--- src/rtl/wb_mem_arbiter_if.sv ---
// Wishbone classic master-port bundle used by wb_mem_arbiter.
// Signal names are written from the master's point of view.
`timescale 1ns/1ps
interface wb_mem_arbiter_if #(
  parameter int AW = 32,
  parameter int DW = 32
);
  logic            wb_cyc_o;
  logic            wb_stb_o;
  logic            wb_we_o;
  logic [AW-1:0]   wb_adr_o;
  logic [DW/8-1:0] wb_sel_o;
  logic [DW-1:0]   wb_dat_o;
  logic [DW-1:0]   wb_dat_i;
  logic            wb_ack_i;
  logic            wb_err_i;

  modport master (
    output wb_cyc_o, wb_stb_o, wb_we_o, wb_adr_o, wb_sel_o, wb_dat_o,
    input  wb_dat_i, wb_ack_i, wb_err_i
  );

  modport slave (
    input  wb_cyc_o, wb_stb_o, wb_we_o, wb_adr_o, wb_sel_o, wb_dat_o,
    output wb_dat_i, wb_ack_i, wb_err_i
  );
endinterface

--- src/rtl/wb_mem_arbiter.sv ---
// Round-robin arbiter sharing one Wishbone classic master port between instruction
// fetch and the MEM-stage data port, with flush abort and a saturating bus timeout.
`timescale 1ns/1ps
module wb_mem_arbiter #(
  parameter int AW      = 32,
  parameter int DW      = 32,
  parameter int TIMEOUT = 255
) (
  input  logic            clk,
  input  logic            rst,
  input  logic            i_req_i,
  input  logic [AW-1:0]   i_addr_i,
  output logic [DW-1:0]   i_rdata_o,
  output logic            i_done_o,
  output logic            i_stall_o,
  input  logic            d_req_i,
  input  logic            d_we_i,
  input  logic [AW-1:0]   d_addr_i,
  input  logic [DW/8-1:0] d_sel_i,
  input  logic [DW-1:0]   d_wdata_i,
  output logic [DW-1:0]   d_rdata_o,
  output logic            d_done_o,
  output logic            d_stall_o,
  output logic            err_o,
  input  logic            flush_i,
  wb_mem_arbiter_if.master wb
);

  localparam int SW = DW / 8;
  localparam int TW = (TIMEOUT < 2) ? 1 : $clog2(TIMEOUT + 1);
  localparam logic [TW-1:0] TMO_LAST = TW'((TIMEOUT > 0) ? TIMEOUT - 1 : 0);

  typedef enum logic [1:0] {IDLE, BUS_I, BUS_D} state_e;
  typedef enum logic       {GNT_I, GNT_D}       grant_e;

  state_e          state_q, state_d;
  grant_e          last_q, last_d;
  logic [TW-1:0]   timer_q, timer_d;
  logic            cyc_q, cyc_d;
  logic            we_q, we_d;
  logic [AW-1:0]   adr_q, adr_d;
  logic [SW-1:0]   sel_q, sel_d;
  logic [DW-1:0]   wdat_q, wdat_d;
  logic [DW-1:0]   i_rdata_q, i_rdata_d;
  logic [DW-1:0]   d_rdata_q, d_rdata_d;
  logic            i_done_q, i_done_d;
  logic            d_done_q, d_done_d;
  logic            err_q, err_d;
  logic            grant_i, grant_d;
  logic            bus_end, timed_out;

  // NOTE: every _d and helper is defaulted before the case so no path can infer a latch.
  always_comb begin
    state_d   = state_q;
    last_d    = last_q;
    timer_d   = timer_q;
    cyc_d     = cyc_q;
    we_d      = we_q;
    adr_d     = adr_q;
    sel_d     = sel_q;
    wdat_d    = wdat_q;
    i_rdata_d = i_rdata_q;
    d_rdata_d = d_rdata_q;
    i_done_d  = 1'b0;
    d_done_d  = 1'b0;
    err_d     = 1'b0;
    grant_i   = 1'b0;
    grant_d   = 1'b0;
    bus_end   = wb.wb_ack_i | wb.wb_err_i;
    timed_out = (TIMEOUT != 0) && (timer_q == TMO_LAST);

    unique case (state_q)
      IDLE: begin
        // With both requesting, the one that was not served last goes first.
        grant_i = !flush_i && i_req_i && (!d_req_i || last_q == GNT_D);
        grant_d = !flush_i && d_req_i && !grant_i;
        timer_d = '0;
        if (grant_i) begin
          state_d = BUS_I;
          cyc_d   = 1'b1;
          we_d    = 1'b0;
          adr_d   = i_addr_i;
          sel_d   = '1;
          wdat_d  = '0;
        end else if (grant_d) begin
          state_d = BUS_D;
          cyc_d   = 1'b1;
          we_d    = d_we_i;
          adr_d   = d_addr_i;
          sel_d   = d_sel_i;
          wdat_d  = d_wdata_i;
        end
      end

      BUS_I, BUS_D: begin
        if (flush_i) begin
          state_d = IDLE;
          cyc_d   = 1'b0;
        end else if (bus_end || timed_out) begin
          // A timeout reports as an error and leaves read data untouched.
          state_d = IDLE;
          cyc_d   = 1'b0;
          err_d   = wb.wb_err_i | ~bus_end;
          if (state_q == BUS_I) begin
            i_done_d = 1'b1;
            last_d   = GNT_I;
            if (bus_end) i_rdata_d = wb.wb_dat_i;
          end else begin
            d_done_d = 1'b1;
            last_d   = GNT_D;
            if (bus_end && !we_q) d_rdata_d = wb.wb_dat_i;
          end
        end else if (timer_q != '1) begin
          timer_d = timer_q + TW'(1);
        end
      end

      default: begin
        state_d = IDLE;
        cyc_d   = 1'b0;
      end
    endcase
  end

  // NOTE: registers use non-blocking assignments so each one samples pre-edge values.
  always_ff @(posedge clk or posedge rst) begin
    if (rst) begin
      state_q   <= IDLE;
      last_q    <= GNT_D;
      timer_q   <= '0;
      cyc_q     <= 1'b0;
      we_q      <= 1'b0;
      adr_q     <= '0;
      sel_q     <= '0;
      wdat_q    <= '0;
      i_rdata_q <= '0;
      d_rdata_q <= '0;
      i_done_q  <= 1'b0;
      d_done_q  <= 1'b0;
      err_q     <= 1'b0;
    end else begin
      state_q   <= state_d;
      last_q    <= last_d;
      timer_q   <= timer_d;
      cyc_q     <= cyc_d;
      we_q      <= we_d;
      adr_q     <= adr_d;
      sel_q     <= sel_d;
      wdat_q    <= wdat_d;
      i_rdata_q <= i_rdata_d;
      d_rdata_q <= d_rdata_d;
      i_done_q  <= i_done_d;
      d_done_q  <= d_done_d;
      err_q     <= err_d;
    end
  end

  assign wb.wb_cyc_o = cyc_q;
  assign wb.wb_stb_o = cyc_q;
  assign wb.wb_we_o  = we_q;
  assign wb.wb_adr_o = adr_q;
  assign wb.wb_sel_o = sel_q;
  assign wb.wb_dat_o = wdat_q;

  assign i_rdata_o = i_rdata_q;
  assign d_rdata_o = d_rdata_q;
  assign i_done_o  = i_done_q;
  assign d_done_o  = d_done_q;
  assign err_o     = err_q;
  assign i_stall_o = i_req_i & ~i_done_q;
  assign d_stall_o = d_req_i & ~d_done_q;

endmodule

--- src/flat_wrapper.sv ---
// flat-port wrapper written by rule: the top's interface ports become plain ports
module wb_mem_arbiter_flat 
#(
  parameter int AW      = 32,
  parameter int DW      = 32,
  parameter int TIMEOUT = 255
)
  (clk, rst, i_req_i, i_addr_i, i_rdata_o, i_done_o, i_stall_o, d_req_i, d_we_i, d_addr_i, d_sel_i, d_wdata_i, d_rdata_o, d_done_o, d_stall_o, err_o, flush_i, wb_wb_cyc_o, wb_wb_stb_o, wb_wb_we_o, wb_wb_adr_o, wb_wb_sel_o, wb_wb_dat_o, wb_wb_dat_i, wb_wb_ack_i, wb_wb_err_i);
  wb_mem_arbiter_if #(.AW(AW), .DW(DW)) wb_i ();
  input  logic clk;
  input  logic rst;
  input  logic i_req_i;
  input  logic [AW-1:0] i_addr_i;
  output logic [DW-1:0] i_rdata_o;
  output logic i_done_o;
  output logic i_stall_o;
  input  logic d_req_i;
  input  logic d_we_i;
  input  logic [AW-1:0] d_addr_i;
  input  logic [DW/8-1:0] d_sel_i;
  input  logic [DW-1:0] d_wdata_i;
  output logic [DW-1:0] d_rdata_o;
  output logic d_done_o;
  output logic d_stall_o;
  output logic err_o;
  input  logic flush_i;
  output wire logic [$bits(wb_i.wb_cyc_o)-1:0] wb_wb_cyc_o;
  output wire logic [$bits(wb_i.wb_stb_o)-1:0] wb_wb_stb_o;
  output wire logic [$bits(wb_i.wb_we_o)-1:0] wb_wb_we_o;
  output wire logic [$bits(wb_i.wb_adr_o)-1:0] wb_wb_adr_o;
  output wire logic [$bits(wb_i.wb_sel_o)-1:0] wb_wb_sel_o;
  output wire logic [$bits(wb_i.wb_dat_o)-1:0] wb_wb_dat_o;
  input wire logic [$bits(wb_i.wb_dat_i)-1:0] wb_wb_dat_i;
  input wire logic [$bits(wb_i.wb_ack_i)-1:0] wb_wb_ack_i;
  input wire logic [$bits(wb_i.wb_err_i)-1:0] wb_wb_err_i;
  assign wb_wb_cyc_o = wb_i.wb_cyc_o;
  assign wb_wb_stb_o = wb_i.wb_stb_o;
  assign wb_wb_we_o = wb_i.wb_we_o;
  assign wb_wb_adr_o = wb_i.wb_adr_o;
  assign wb_wb_sel_o = wb_i.wb_sel_o;
  assign wb_wb_dat_o = wb_i.wb_dat_o;
  assign wb_i.wb_dat_i = wb_wb_dat_i;
  assign wb_i.wb_ack_i = wb_wb_ack_i;
  assign wb_i.wb_err_i = wb_wb_err_i;
  wb_mem_arbiter #(.AW(AW), .DW(DW), .TIMEOUT(TIMEOUT)) u_core (.clk(clk), .rst(rst), .i_req_i(i_req_i), .i_addr_i(i_addr_i), .i_rdata_o(i_rdata_o), .i_done_o(i_done_o), .i_stall_o(i_stall_o), .d_req_i(d_req_i), .d_we_i(d_we_i), .d_addr_i(d_addr_i), .d_sel_i(d_sel_i), .d_wdata_i(d_wdata_i), .d_rdata_o(d_rdata_o), .d_done_o(d_done_o), .d_stall_o(d_stall_o), .err_o(err_o), .flush_i(flush_i), .wb(wb_i));
endmodule
--- config.mk ---
export PLATFORM = sky130hd
export DESIGN_NAME = wb_mem_arbiter_flat
export DESIGN_NICKNAME = d
export VERILOG_FILES = /design/src/rtl/wb_mem_arbiter_if.sv /design/src/rtl/wb_mem_arbiter.sv /design/src/flat_wrapper.sv
export SDC_FILE = /design/constraint.sdc
export NUM_CORES = 1
export LEC_CHECK = 0
export BUFFER_PORTS_ARGS = -buffer_cell sky130_fd_sc_hd__buf_2
export CAP_MARGIN = 0
export CELL_PAD_IN_SITES_DETAIL_PLACEMENT = 1
export CELL_PAD_IN_SITES_GLOBAL_PLACEMENT = 1
export CORE_UTILIZATION = 39
export CTS_CLUSTER_DIAMETER = 30
export DETAILED_ROUTE_END_ITERATION = 7
export GPL_ROUTABILITY_DRIVEN = 0
export PLACE_DENSITY_LB_ADDON = 0.1
export REMOVE_ABC_BUFFERS = 1
export SKIP_LAST_GASP = 1
export SYNTH_ARGS = -nofsm -noshare
export SYNTH_HDL_FRONTEND = slang
export SYNTH_SLANG_ARGS = --single-unit
--- constraint.sdc ---
create_clock -name clk -period 11.46 [get_ports clk]
set_input_delay 0 -clock clk [delete_from_list [all_inputs] [get_ports clk]]
set_output_delay 0 -clock clk [all_outputs]
set_load 0.005 [all_outputs]
==> summary.md, run 1 <==
| Metric | Value |
|---|---|
| P&R area growth vs syn | `58.4%` |
| Port bufs | `279` |
| DRC | `0` |
| Die area | `16000 sq um` |
| Max_cap viols | `0` |
| # setup viols final | `0` |
| Largest net degree at the start of global routing | `106` |
| Kind of critical path | `reg -> reg` |
| WL per Instance | `19.8 um` |
| Worst relative slew slack | `36.6%` |
| Synth top area share | `61.0%` |
| Busiest grt layer | `met2` |
| Slew @ Worst Pin | `951 ps` |
| Met1 GRT Util | `30.2%` |
| Fin. Hold Viols | `0` |
| Routed Antenna Nets | `0` |
| Num CTS Buffers | `17` |
| Routed wire length | `21.1 mm` |
| CP Capture Type | `register` |
| Run status | `complete, no violations` |
| Asr flop ratio synth | `100%` |
| Filler cells | `1572` |
| TNS Setup | `0 ps` |
| Reg-to-reg slack, setup | `9020 ps` |
| Crit start category | `register` |
| Layout Nets | `1010` |
| Vias | `5430` |
| Fmax | `410 MHz` |
| Seq cells post-synth | `148` |
| Worst r2r path cells | `6` |
| Main synth FF type | `dfrtp_1` |
| First-pass GRT wire length | `33.0 mm` |
| VDD IR max | `0.127 mV` |
| Seq/Total Area, Yosys | `61.4%` |
| Combinational share of power | `32.8%` |
| Fin Clk Skew | `10.6 ps` |
| Pre-antenna DRT Iters | `4` |
| # H-tree levels | `4` |
| Crit share post-route | `21.3%` |
| Root Buffer | `clkbuf_16` |
| Placed Cells | `898` |
| Worst r2r dst | `u_core.wb.wb_adr_o[0]` |
| Core Rows | `45` |
| Core area | `15100 sq um` |
| Leakage power total | `4.83 nW` |
| Area leader, netlist | `dfrtp_1` |
| CTS sink cnt | `148` |
| YS warnings | `0` |
| Pint | `1.46 mW` |
| Req. time, crit path | `11690 ps` |
| Met3 Use GR | `7.47%` |
| Gate Count Post-Synth | `450` |
| Worst setup endpoint | `u_core.wb.wb_adr_o[0]` |
| R2r startpoint | `u_core.last_q` |
| Post-synth EDFFs | `0` |
| Unique masters post-synth | `41` |
| Min Tclk post-route | `2440 ps` |
| # IOs | `280` |
| CP startpoint | `u_core.last_q` |
| CTS tree | `yes` |
| Net Sw Frac | `31.8%` |
| Sequential share of power | `40.4%` |
| RSZ-0062 raised after global routing | `false` |
| Clk_lat worst skew | `430 ps` |
| Fin cells | `1067` |
| Final Util | `63.1%` |
| GRT Total Usage | `27.3%` |
| Die Y | `126 um` |
| Syn avg cell area | `13.4 sq um` |
| Post-synthesis cell area | `6030 sq um` |
| Hpwl dp | `12.2 mm` |
| Largest cells by area after synthesis | `dfrtp_1 61%, mux2_2 12%, mux2i_1 5.5%` |
| Largest fanout on the critical path | `37` |
| Slew Viols, Final | `0` |
| Die Wd | `126 um` |
| Setup Fix Bufs, Post-CTS | `0` |
| Clock share of power | `26.8%` |
| Antenna violations before repair | `2` |
| Via density | `5.09` |
| Worst min-delay path class | `in -> reg` |
| Post-CTS Resized | `0` |
| Initial Utilization | `39.8%` |
| Max Root-Sink Buffers | `2` |
| Pwr/cell area | `224 nW/um^2` |
| Drt first-iter violations | `211` |
| Vias in the first global route | `6101` |
| Crit path DAT | `2670 ps` |
| Grt met2 use | `48.8%` |
| NetSw | `679 uW` |
| Clk slew on worst S/H paths | `60 ps` |
| Ratio of cells with drive above 1 in the final layout | `44.5%` |
| Overflow after GRT | `0` |
[registers in the layout, summed over array words and instances (netlist names)]
name / cells
u_core.err_o: 1
u_core.wb.wb_cyc_o: 1
u_core.timer_q: 8
u_core.wb.wb_adr_o: 32
u_core.d_rdata_o: 32
u_core.wb.wb_sel_o: 4
u_core.last_q: 1
u_core.wb.wb_dat_o: 32
u_core.state_q: 2
u_core.wb.wb_we_o: 1
u_core.d_done_o: 1
u_core.i_done_o: 1
u_core.i_rdata_o: 32
[how the worst min path moves through the flow]
stage / startpoint / to / slack (ps) / depth (start not counted)
global placement: d_wdata_i[12] / u_core.wb.wb_dat_o[12] / 220 / 2
floorplan: d_req_i / d_stall_o / 120 / 1
global route: flush_i / u_core.timer_q[3] / 150 / 4
CTS: flush_i / u_core.state_q[1] / 80 / 4
detailed placement: d_wdata_i[8] / u_core.wb.wb_dat_o[8] / 220 / 2
finish: flush_i / u_core.state_q[1] / 110 / 4
[cell families (layout without fill, tap and decap cells)]
kind of cell / after synthesis / in the layout / share of synthesized area, %
DFF: 148 / 148 / 61.4
adders and majority gates: 4 / 4 / 0.830
AOI/OAI and AO/OA: 96 / 96 / 11.2
muxes: 98 / 98 / 17.6
other: 0 / 2 / 0
buffers and inverters: 32 / 459 / 2.84
and+or+nand+nor: 72 / 72 / 6.06
[cells in the final DEF (no fill, tap or decap), types with 3 or more instances in the layout]
cell type	n
buf_2	279
dfrtp_1	147
dlygate4sd3_1	137
mux2_2	65
nand2_1	37
a22o_1	35
mux2i_1	33
o21ai_0	30
clkbuf_16	17
o21ai_1	7
nor2b_1	6
buf_4	6
nor2_1	5
nand3_1	5
inv_1	5
o22a_1	4
a21oi_1	4
o211ai_1	4
ha_1	4
nor3_1	3
bufinv_16	3
clkinv_2	3
clkbuf_8	3
[through the flow]
stage	setup WS (ps)	area (sq um)	hold slack, ps	power (mW)
2_1_floorplan	5690	5890	117	1.14
3_3_place_gp	9410	7580	216	1.45
3_5_place_dp	9320	7580	224	1.49
4_1_cts	9070	9550	80.2	2.11
5_1_grt	8910	9560	154	2.25
6_report	9020	9560	109	2.14
[worst max-delay path, stage by stage, from the launching register on]
cell and delay [ps]:
dfstp_2 530, nor2b_1 50, nor3b_2 150, buf_4 510
mux2i_1 270, dlygate4sd3_1 570, o21ai_0 130
[power groups by stage]
stage / Combinational, mW / Sequential, mW / Clock [mW]
floorplan: 0.276 / 0.866 / 0
finish: 0.702 / 0.865 / 0.573
CTS: 0.681 / 0.851 / 0.580
global route: 0.762 / 0.887 / 0.602
detailed placement: 0.635 / 0.852 / 0
global placement: 0.610 / 0.843 / 0
[timing repair]
action                                  CTS  global route
endpoints found under the setup margin    0             0
hold buffers                            137             0
endpoints found under the hold margin   239             0
[area by class of cell]
class	count	area, sq um	area share, %
antenna	2	5.00	0.0524
inverter	7	31.3	0.327
timing repair buffer	422	2810	29.4
tap	188	235	2.46
clock buffer	21	470	4.92
sequential	148	3700	38.8
multi-input combinational	270	2170	22.7
clock inverter	9	129	1.35
[cells in the mapped netlist, drive strengths merged (2+ instances only)]
master / instances
dfrtp: 147
mux2: 65
o21ai: 38
nand2: 37
a22o: 35
mux2i: 33
buf: 19
inv: 7
clkbuf: 6
nor2b: 6
nand3: 5
nor2: 5
a21oi: 4
ha: 4
o211ai: 4
o22a: 4
nor3: 3
nor3b: 3
a31o: 2
and3: 2
nand3b: 2
nand4: 2
o2111ai: 2
o31ai: 2
or3: 2
[per-layer routing]
layer / up-vias / wire [um]
met4: 0 / 741
li1: 2454 / -
met2: 215 / 10900
met5: - / 0
met3: 50 / 1270
met1: 2711 / 8170
(Power assumes the default switching activity.)
==> inputs of run 2 (changes only) <==
--- a/config.mk
+++ b/config.mk
@@ -9,7 +9,7 @@
 export CAP_MARGIN = 0
 export CELL_PAD_IN_SITES_DETAIL_PLACEMENT = 1
 export CELL_PAD_IN_SITES_GLOBAL_PLACEMENT = 1
-export CORE_UTILIZATION = 39
+export CORE_UTILIZATION = 32
 export CTS_CLUSTER_DIAMETER = 30
 export DETAILED_ROUTE_END_ITERATION = 7
 export GPL_ROUTABILITY_DRIVEN = 0
==> constraint.sdc (replaced) <==
create_clock -name clk -period 2.1 [get_ports clk]
set_input_delay 0 -clock clk [delete_from_list [all_inputs] [get_ports clk]]
set_output_delay 0 -clock clk [all_outputs]
set_load 0.005 [all_outputs]
==> run 2 against run 1 <==
- combinational power rose to 5.3 times the previous value
- worst setup slack worse by 9000 ps
- first-iteration DRC count down 19%
- non-clock buffer count up 4
- flip-flop and latch count unchanged
- largest power group unchanged
==> summary.md, run 2 (synthesis results as in run 1) <==
| Metric | Value |
|---|---|
| Fin. Hold Viols | `0 (unchanged)` |
| Run status | `complete, no violations` |
| Filler cells | `1978 (+26%)` |
| Slew Viols, Final | `0 (unchanged)` |
| # setup viols final | `0 (unchanged)` |
| Combinational share of power | `32.5% (-0.3 points)` |
| Slowest CP cell | `dlygate4sd3_1` |
| Fmax | `481 MHz (+17%)` |
| # IOs | `280 (unchanged)` |
| Sequential share of power | `40.8% (+0.4 points)` |
| VDD IR max | `0.600 mV (+370%)` |
| Busiest grt layer | `met2` |
| Clk slew on worst S/H paths | `60 ps (about the same)` |
| Crit-path max cell delay | `560 ps (about the same)` |
| Largest net degree at the start of global routing | `97 (-8.5%)` |
| Antenna violations before repair | `1 (-1)` |
| Hold EP | `u_core.state_q[1]` |
| Slew @ Worst Pin | `691 ps (-260 ps)` |
| Grt met2 use | `37.3% (-11 points)` |
| Worst r2r path cells | `6 (unchanged)` |
| Via density | `4.80 (-5.7%)` |
| Vias | `5340 (-1.7%)` |
| Leakage power total | `4.87 nW (+0.80%)` |
| RSZ-0062 raised after global routing | `true` |
| Hold Startpoint | `d_req_i` |
| Crit share post-route | `99.0% (+78 points)` |
| DRC | `0 (unchanged)` |
| Layout Nets | `1014 (+0.40%)` |
| Kind of critical path | `reg -> reg` |
| Worst r2r dst | `u_core.wb.wb_adr_o[11]` |
| CTS tree | `yes` |
| Num CTS Buffers | `17 (unchanged)` |
| Final Util | `53.3% (-9.8 points)` |
| Drt first-iter violations | `171 (-19%)` |
| Max_cap viols | `0 (unchanged)` |
| Pint | `7.83 mW (+440%)` |
| Routed Antenna Nets | `0 (unchanged)` |
| Net Sw Frac | `31.4% (-0.33 points)` |
| Die area | `19400 sq um (+22%)` |
| Core area | `18200 sq um (+20%)` |
| Clock share of power | `26.7% (about the same)` |
| Reg-to-reg slack, setup | `20 ps (-9000 ps)` |
| Vias in the first global route | `6000 (-1.7%)` |
| WL per Instance | `18.3 um (-7.7%)` |
| Commonest non-fill, non-tap cell in the layout | `buf_2` |
| First-pass GRT wire length | `32.3 mm (-2.3%)` |
| Worst hold stages | `4 (unchanged)` |
| P&R area growth vs syn | `60.9%` |
| Register area | `3700 sq um (unchanged)` |
| Port bufs | `279 (unchanged)` |
| Hpwl dp | `12.8 mm (+5.3%)` |
| Met1 GRT Util | `24.4% (-5.8 points)` |
| # H-tree levels | `4 (unchanged)` |
| Fin Clk Skew | `8.08 ps (-2.51 ps)` |
| Die Y | `139 um (+10%)` |
| CTS sink cnt | `148 (unchanged)` |
| Clk_lat worst skew | `420 ps (about the same)` |
| Overflow after GRT | `0 (unchanged)` |
| Crit path DAT | `2370 ps (-300 ps)` |
| R2r startpoint | `u_core.last_q` |
| Core Rows | `49 (+8.9%)` |
| Req. time, crit path | `2390 ps (-9300 ps)` |
| CP Capture Type | `register` |
| Pwr/cell area | `1180 nW/um^2 (+430%)` |
| Worst relative slew slack | `53.6% (+17 points)` |
| Die Wd | `139 um (+10%)` |
| Worst min-delay path class | `in -> reg` |
| Pre-antenna DRT Iters | `4 (unchanged)` |
| NetSw | `3.59 mW (+430%)` |
| Min Tclk post-route | `2080 ps (-361 ps)` |
| Routed wire length | `20.3 mm (-3.8%)` |
| Crit start category | `register` |
| Largest fanout on the critical path | `19 (-49%)` |
| Met3 Use GR | `6.43% (-1.0 points)` |
| Multi-input logic area | `2180 sq um (+0.40%)` |
| Root Buffer | `clkbuf_16` |
| Smallest hold slack | `95.7 ps (-13.1 ps)` |
| Initial Utilization | `33.1% (-6.7 points)` |
| Crit-path cells | `nor2b_1 > nor3b_4 > clkbuf_16 > mux2i_1 > dlygate4sd3_1 > o21ai_0` |
| Ratio of cells with drive above 1 in the final layout | `45.0% (+0.49 points)` |
| GRT Total Usage | `21.6% (-5.7 points)` |
| Most frequent cells in the layout | `279 x buf_2, 147 x dfrtp_1, 136 x dlygate4sd3_1, 65 x mux2_2, 37 x nand2_1` |
| Max Root-Sink Buffers | `2 (unchanged)` |
[run 2: routing by layer]
metal	vias up	routed length, um
met3	47	1250
met2	200	10300
met4	0	690
li1	2474	-
met1	2619	8060
met5	-	0
[run 2: per-stage QoR]
| step | setup TNS, ps | worst slack, ps | total power [mW] | instances | cell area, sq um |
|---|---|---|---|---|---|
| floorplan | -523920 | -3670 | 6.23 | 425 | 5890 |
| global placement | 0 | 202 | 8.01 | 942 | 7720 |
| detailed placement | 0 | 82.6 | 8.18 | 942 | 7720 |
| CTS | 0 | 20.5 | 11.5 | 1110 | 9670 |
| global route | -65.0 | -65.0 | 12.1 | 1113 | 9700 |
| finish | 0 | 20.9 | 11.4 | 1113 | 9700 |
[run 2: final cells by class]
type,instances,share of cell area (%)
sequential,148,38.2
antenna,1,0.0258
tap,229,2.95
multi-input combinational,270,22.4
timing repair buffer,426,30.0
inverter,7,0.322
clock inverter,12,1.50
clock buffer,20,4.60
[run 2: timing repair]
action / CTS / global route
setup endpoints to repair: 0 / 31
hold endpoints to repair: 193 / 0
hold buffers: 136 / 0
gates resized for setup: 0 / 3
buffers inserted: 0 / 1
[run 2: critical path: cells and delay by family, from the launching register on]
family,cells,cell delay (ps)
muxes,1,200
and+or+nand+nor,2,320
buffers and inverters,2,820
AOI/OAI and AO/OA,1,70
DFF,1,530
[run 2: power groups by stage]
stage | logic [mW] | registers [mW] | clock network, mW
global route | 4.04 | 4.81 | 3.26
floorplan | 1.51 | 4.73 | 0
global placement | 3.40 | 4.62 | 0
finish | 3.71 | 4.65 | 3.05
detailed placement | 3.52 | 4.66 | 0
CTS | 3.71 | 4.64 | 3.13
[run 2: how the worst max path moves through the flow]
stage | to | from | slack [ps] | cells past startpoint
2_1_floorplan | u_core.wb.wb_dat_o[0] | u_core.last_q | -3670 | 4
3_3_place_gp | u_core.wb.wb_dat_o[3] | u_core.state_q[1] | 200 | 6
3_5_place_dp | u_core.wb.wb_dat_o[2] | u_core.state_q[1] | 80 | 6
4_1_cts | u_core.wb.wb_adr_o[11] | u_core.last_q | 20 | 6
5_1_grt | u_core.wb.wb_adr_o[11] | u_core.last_q | -60 | 6
6_report | u_core.wb.wb_adr_o[11] | u_core.last_q | 20 | 6
==> inputs of run 3 (changes only) <==
--- a/config.mk
+++ b/config.mk
@@ -5,11 +5,12 @@
 export SDC_FILE = /design/constraint.sdc
 export NUM_CORES = 1
 export LEC_CHECK = 0
+export ABC_AREA = 1
 export BUFFER_PORTS_ARGS = -buffer_cell sky130_fd_sc_hd__buf_2
 export CAP_MARGIN = 0
 export CELL_PAD_IN_SITES_DETAIL_PLACEMENT = 1
 export CELL_PAD_IN_SITES_GLOBAL_PLACEMENT = 1
-export CORE_UTILIZATION = 32
+export CORE_UTILIZATION = 31
 export CTS_CLUSTER_DIAMETER = 30
 export DETAILED_ROUTE_END_ITERATION = 7
 export GPL_ROUTABILITY_DRIVEN = 0
==> run 3 against run 2 <==
- synthesized cell count up 77%
- hold slack worse by 71 ps
- power down 2.1%
- core utilization down 4.4 points
- combinational power down 5.7%
- clock skew up 1.9 ps
- non-clock buffer count up 5
- final cell count up 34%
==> summary.md, run 3 <==
| Metric | Value |
|---|---|
| Hold EP | `u_core.wb.wb_adr_o[22]` |
| CTS tree | `yes` |
| Drt first-iter violations | `272 (+59%)` |
| Main synth FF type | `dfrtp_1` |
| Max_cap viols | `0 (unchanged)` |
| Die Y | `148 um (+6.3%)` |
| Filler cells | `2608 (+32%)` |
| Setup Fix Bufs, Post-CTS | `0 (unchanged)` |
| Worst Setup Slack, final | `127 ps (+106 ps)` |
| Largest fanout on the critical path | `50 (+31)` |
| Overflow after GRT | `0 (unchanged)` |
| Most frequent cells after synthesis | `360 x nand2_1, 147 x dfrtp_1, 81 x inv_1` |
| Unique masters post-synth | `31 (-24%)` |
| Initial Utilization | `31.5% (-1.6 points)` |
| VDD IR max | `0.418 mV (-30%)` |
| Routed Antenna Nets | `0 (unchanged)` |
| First-pass GRT wire length | `36.5 mm (+13%)` |
| Syn avg cell area | `8.28 sq um (-38%)` |
| Commonest non-fill, non-tap cell in the layout | `nand2_1` |
| Reg-to-reg slack, setup | `130 ps (+110 ps)` |
| Post-synthesis cell area | `6610 sq um (+9.6%)` |
| Post-synthesis simple-gate area fraction | `28.1% (+22 points)` |
| Fmax | `507 MHz (+5.4%)` |
| Crit start category | `register` |
| Largest cells by area after synthesis | `dfrtp_1 56%, nand2_1 20%, inv_1 4.6%` |
| Crit path top cell by count | `nand2_1` |
| Die Wd | `148 um (+6.3%)` |
| Area leader, netlist | `dfrtp_1` |
| Final Util | `48.9% (-4.4 points)` |
| Fin Clk Skew | `9.96 ps (+1.88 ps)` |
| Synth top area share | `55.7% (-5.3 points)` |
| Clk_lat worst skew | `420 ps (about the same)` |
| Pre-CTS WS | `352 ps (+269 ps)` |
| # H-tree levels | `4 (unchanged)` |
| Synth Area in XOR/XNOR | `0.265% (+0.27 points)` |
| P&R area growth vs syn | `55.1%` |
| Vias | `6718 (+26%)` |
| Fin. Hold Viols | `0 (unchanged)` |
| Vias in the first global route | `7109 (+18%)` |
| CP startpoint | `u_core.last_q` |
| Post-Synth Adder-Cell Area | `0.757% (-0.072 points)` |
| Slowest CP cell | `dlygate4sd3_1` |
| Asr flop ratio synth | `100% (unchanged)` |
| Root Buffer | `clkbuf_16` |
| Mux cell area share after synthesis | `0% (-18 points)` |
| # setup viols final | `0 (unchanged)` |
| # diodes | `0 (-1)` |
| Hold Startpoint | `i_addr_i[22]` |
| Most common cell in the netlist | `nand2_1` |
| Smallest hold slack | `24.4 ps (-71.3 ps)` |
| Leakage power total | `5.89 nW (+21%)` |
| YS warnings | `0 (unchanged)` |
| Largest net degree at the start of global routing | `69 (-29%)` |
| Core Rows | `53 (+8.2%)` |
| WL per Instance | `14.8 um (-19%)` |
| Min Tclk post-route | `1970 ps (-106 ps)` |
| Hpwl dp | `14.5 mm (+13%)` |
| CP Capture Type | `register` |
| Pre-antenna DRT Iters | `5 (+1)` |
| Pwr Total | `11.2 mW (-2.1%)` |
| Clk slew on worst S/H paths | `60 ps (about the same)` |
| Layout Nets | `1352 (+33%)` |
| Crit-path cells | `inv_1 > nand2_1 > nand3_2 > buf_6 > o21ai_0 > dlygate4sd3_1 > nand2_1 > nand2_1` |
| Core area | `21000 sq um (+15%)` |
| Seq/Total Area, Yosys | `56.1% (-5.4 points)` |
| R2r startpoint | `u_core.last_q` |
| Slew Viols, Final | `0 (unchanged)` |
| TNS Setup | `0 ps (unchanged)` |
| Post-synth EDFFs | `0 (unchanged)` |
| Num CTS Buffers | `17 (unchanged)` |
| RSZ-0062 raised after global routing | `false` |
| Req. time, crit path | `2450 ps (+60 ps)` |
| Port bufs | `279 (unchanged)` |
| Run status | `complete, no violations` |
| Worst relative slew slack | `56.8% (+3.2 points)` |
| Gate Count Post-Synth | `798 (+77%)` |
| Kind of critical path | `reg -> reg` |
| Die area | `21900 sq um (+13%)` |
| Max Root-Sink Buffers | `2 (unchanged)` |
| Crit share post-route | `94.0% (-5.0 points)` |
| Worst r2r dst | `u_core.wb.wb_adr_o[3]` |
| Most frequent cells in the layout | `359 x nand2_1, 279 x buf_2, 147 x dfrtp_1, 135 x dlygate4sd3_1, 80 x inv_1` |
| Seq cells post-synth | `148 (unchanged)` |
| GRT Total Usage | `21.1% (-0.49 points)` |
| Antenna violations before repair | `0 (-1)` |
| Worst min-delay path class | `in -> reg` |
| Pwr/cell area | `1090 nW/um^2 (-7.3%)` |
| Worst r2r path cells | `8 (+2)` |
| Crit path DAT | `2330 ps (-40 ps)` |
| Crit-path max cell delay | `590 ps (+30 ps)` |
| CTS sink cnt | `148 (unchanged)` |
| Largest family of logic cells by synthesized area | `simple AND/OR/NAND/NOR gates` |
| DRC | `0 (unchanged)` |
| Post-synthesis compound-gate area fraction | `5.74% (-5.5 points)` |
| Routed wire length | `22.1 mm (+8.9%)` |
| # IOs | `280 (unchanged)` |
| Via density | `4.49 (-6.4%)` |
| Worst hold stages | `5 (+1)` |
| Ratio of cells with drive above 1 in the final layout | `28.7% (-16 points)` |
| Slew @ Worst Pin | `648 ps (-42.4 ps)` |
## run 3: area by class of cell
class,count,area [sq um],area share (%)
inverter,86,328,3.20
timing repair buffer,431,2930,28.6
sequential,148,3700,36.1
tap,275,344,3.36
clock inverter,13,196,1.92
clock buffer,19,443,4.32
multi-input combinational,524,2300,22.5
## run 3: report_power, final
group / total, mW / internal (mW) / switching, mW
sequential: 4.38 / 3.84 / 0.532
combinational: 3.50 / 1.58 / 1.92
clock: 3.30 / 2.04 / 1.26
total: 11.2 / 7.46 / 3.71
## run 3: cells by family (layout without fill, tap and decap cells)
logic type	count (synthesis)	in the layout
adder cells (fa/ha/maj)	4	4
AND/OR/NAND/NOR	445	445
buffers and inverters	126	549
XOR/XNOR	2	2
flip-flops	148	148
AO/OA/AOI/OAI	73	73
## run 3: repair_timing
action | in CTS | in global routing
setup endpoints to repair | 0 | 14
hold endpoints to repair | 199 | 0
resized for setup | 0 | 2
hold buffers | 135 | 0
## run 3: stage by stage
| stage | area [sq um] | std cells |
|---|---|---|
| 2_1_floorplan | 6330 | 758 |
| 3_3_place_gp | 8250 | 1329 |
| 3_5_place_dp | 8250 | 1329 |
| 4_1_cts | 10200 | 1496 |
| 5_1_grt | 10200 | 1496 |
| 6_report | 10200 | 1496 |
## run 3: per-layer routing
metal / GRT usage, % / up-vias / part of all wire (%)
met4: 7.11 / 0 / 2.1
met2: 36.5 / 211 / 49
met5: 0 / - / 0
met3: 5.62 / 31 / 6.4
li1: - / 3283 / -
met1: 25.3 / 3193 / 42
## run 3: worst max-delay path by stage
stage | to | slack (ps) | depth (start not counted)
floorplan | u_core.d_done_o | -1880 | 1
global placement | u_core.state_q[0] | 370 | 8
detailed placement | u_core.timer_q[0] | 350 | 8
CTS | u_core.wb.wb_adr_o[29] | 110 | 9
global route | u_core.wb.wb_adr_o[1] | 7 | 8
finish | u_core.wb.wb_adr_o[3] | 130 | 8
## run 3: worst max-delay path: cells and delay by family, from the launching register on
kind / cells / cell delay [ps]
buffers and inverters: 3 / 850
and+or+nand+nor: 4 / 310
AOI/OAI and AO/OA: 1 / 210
DFF: 1 / 520
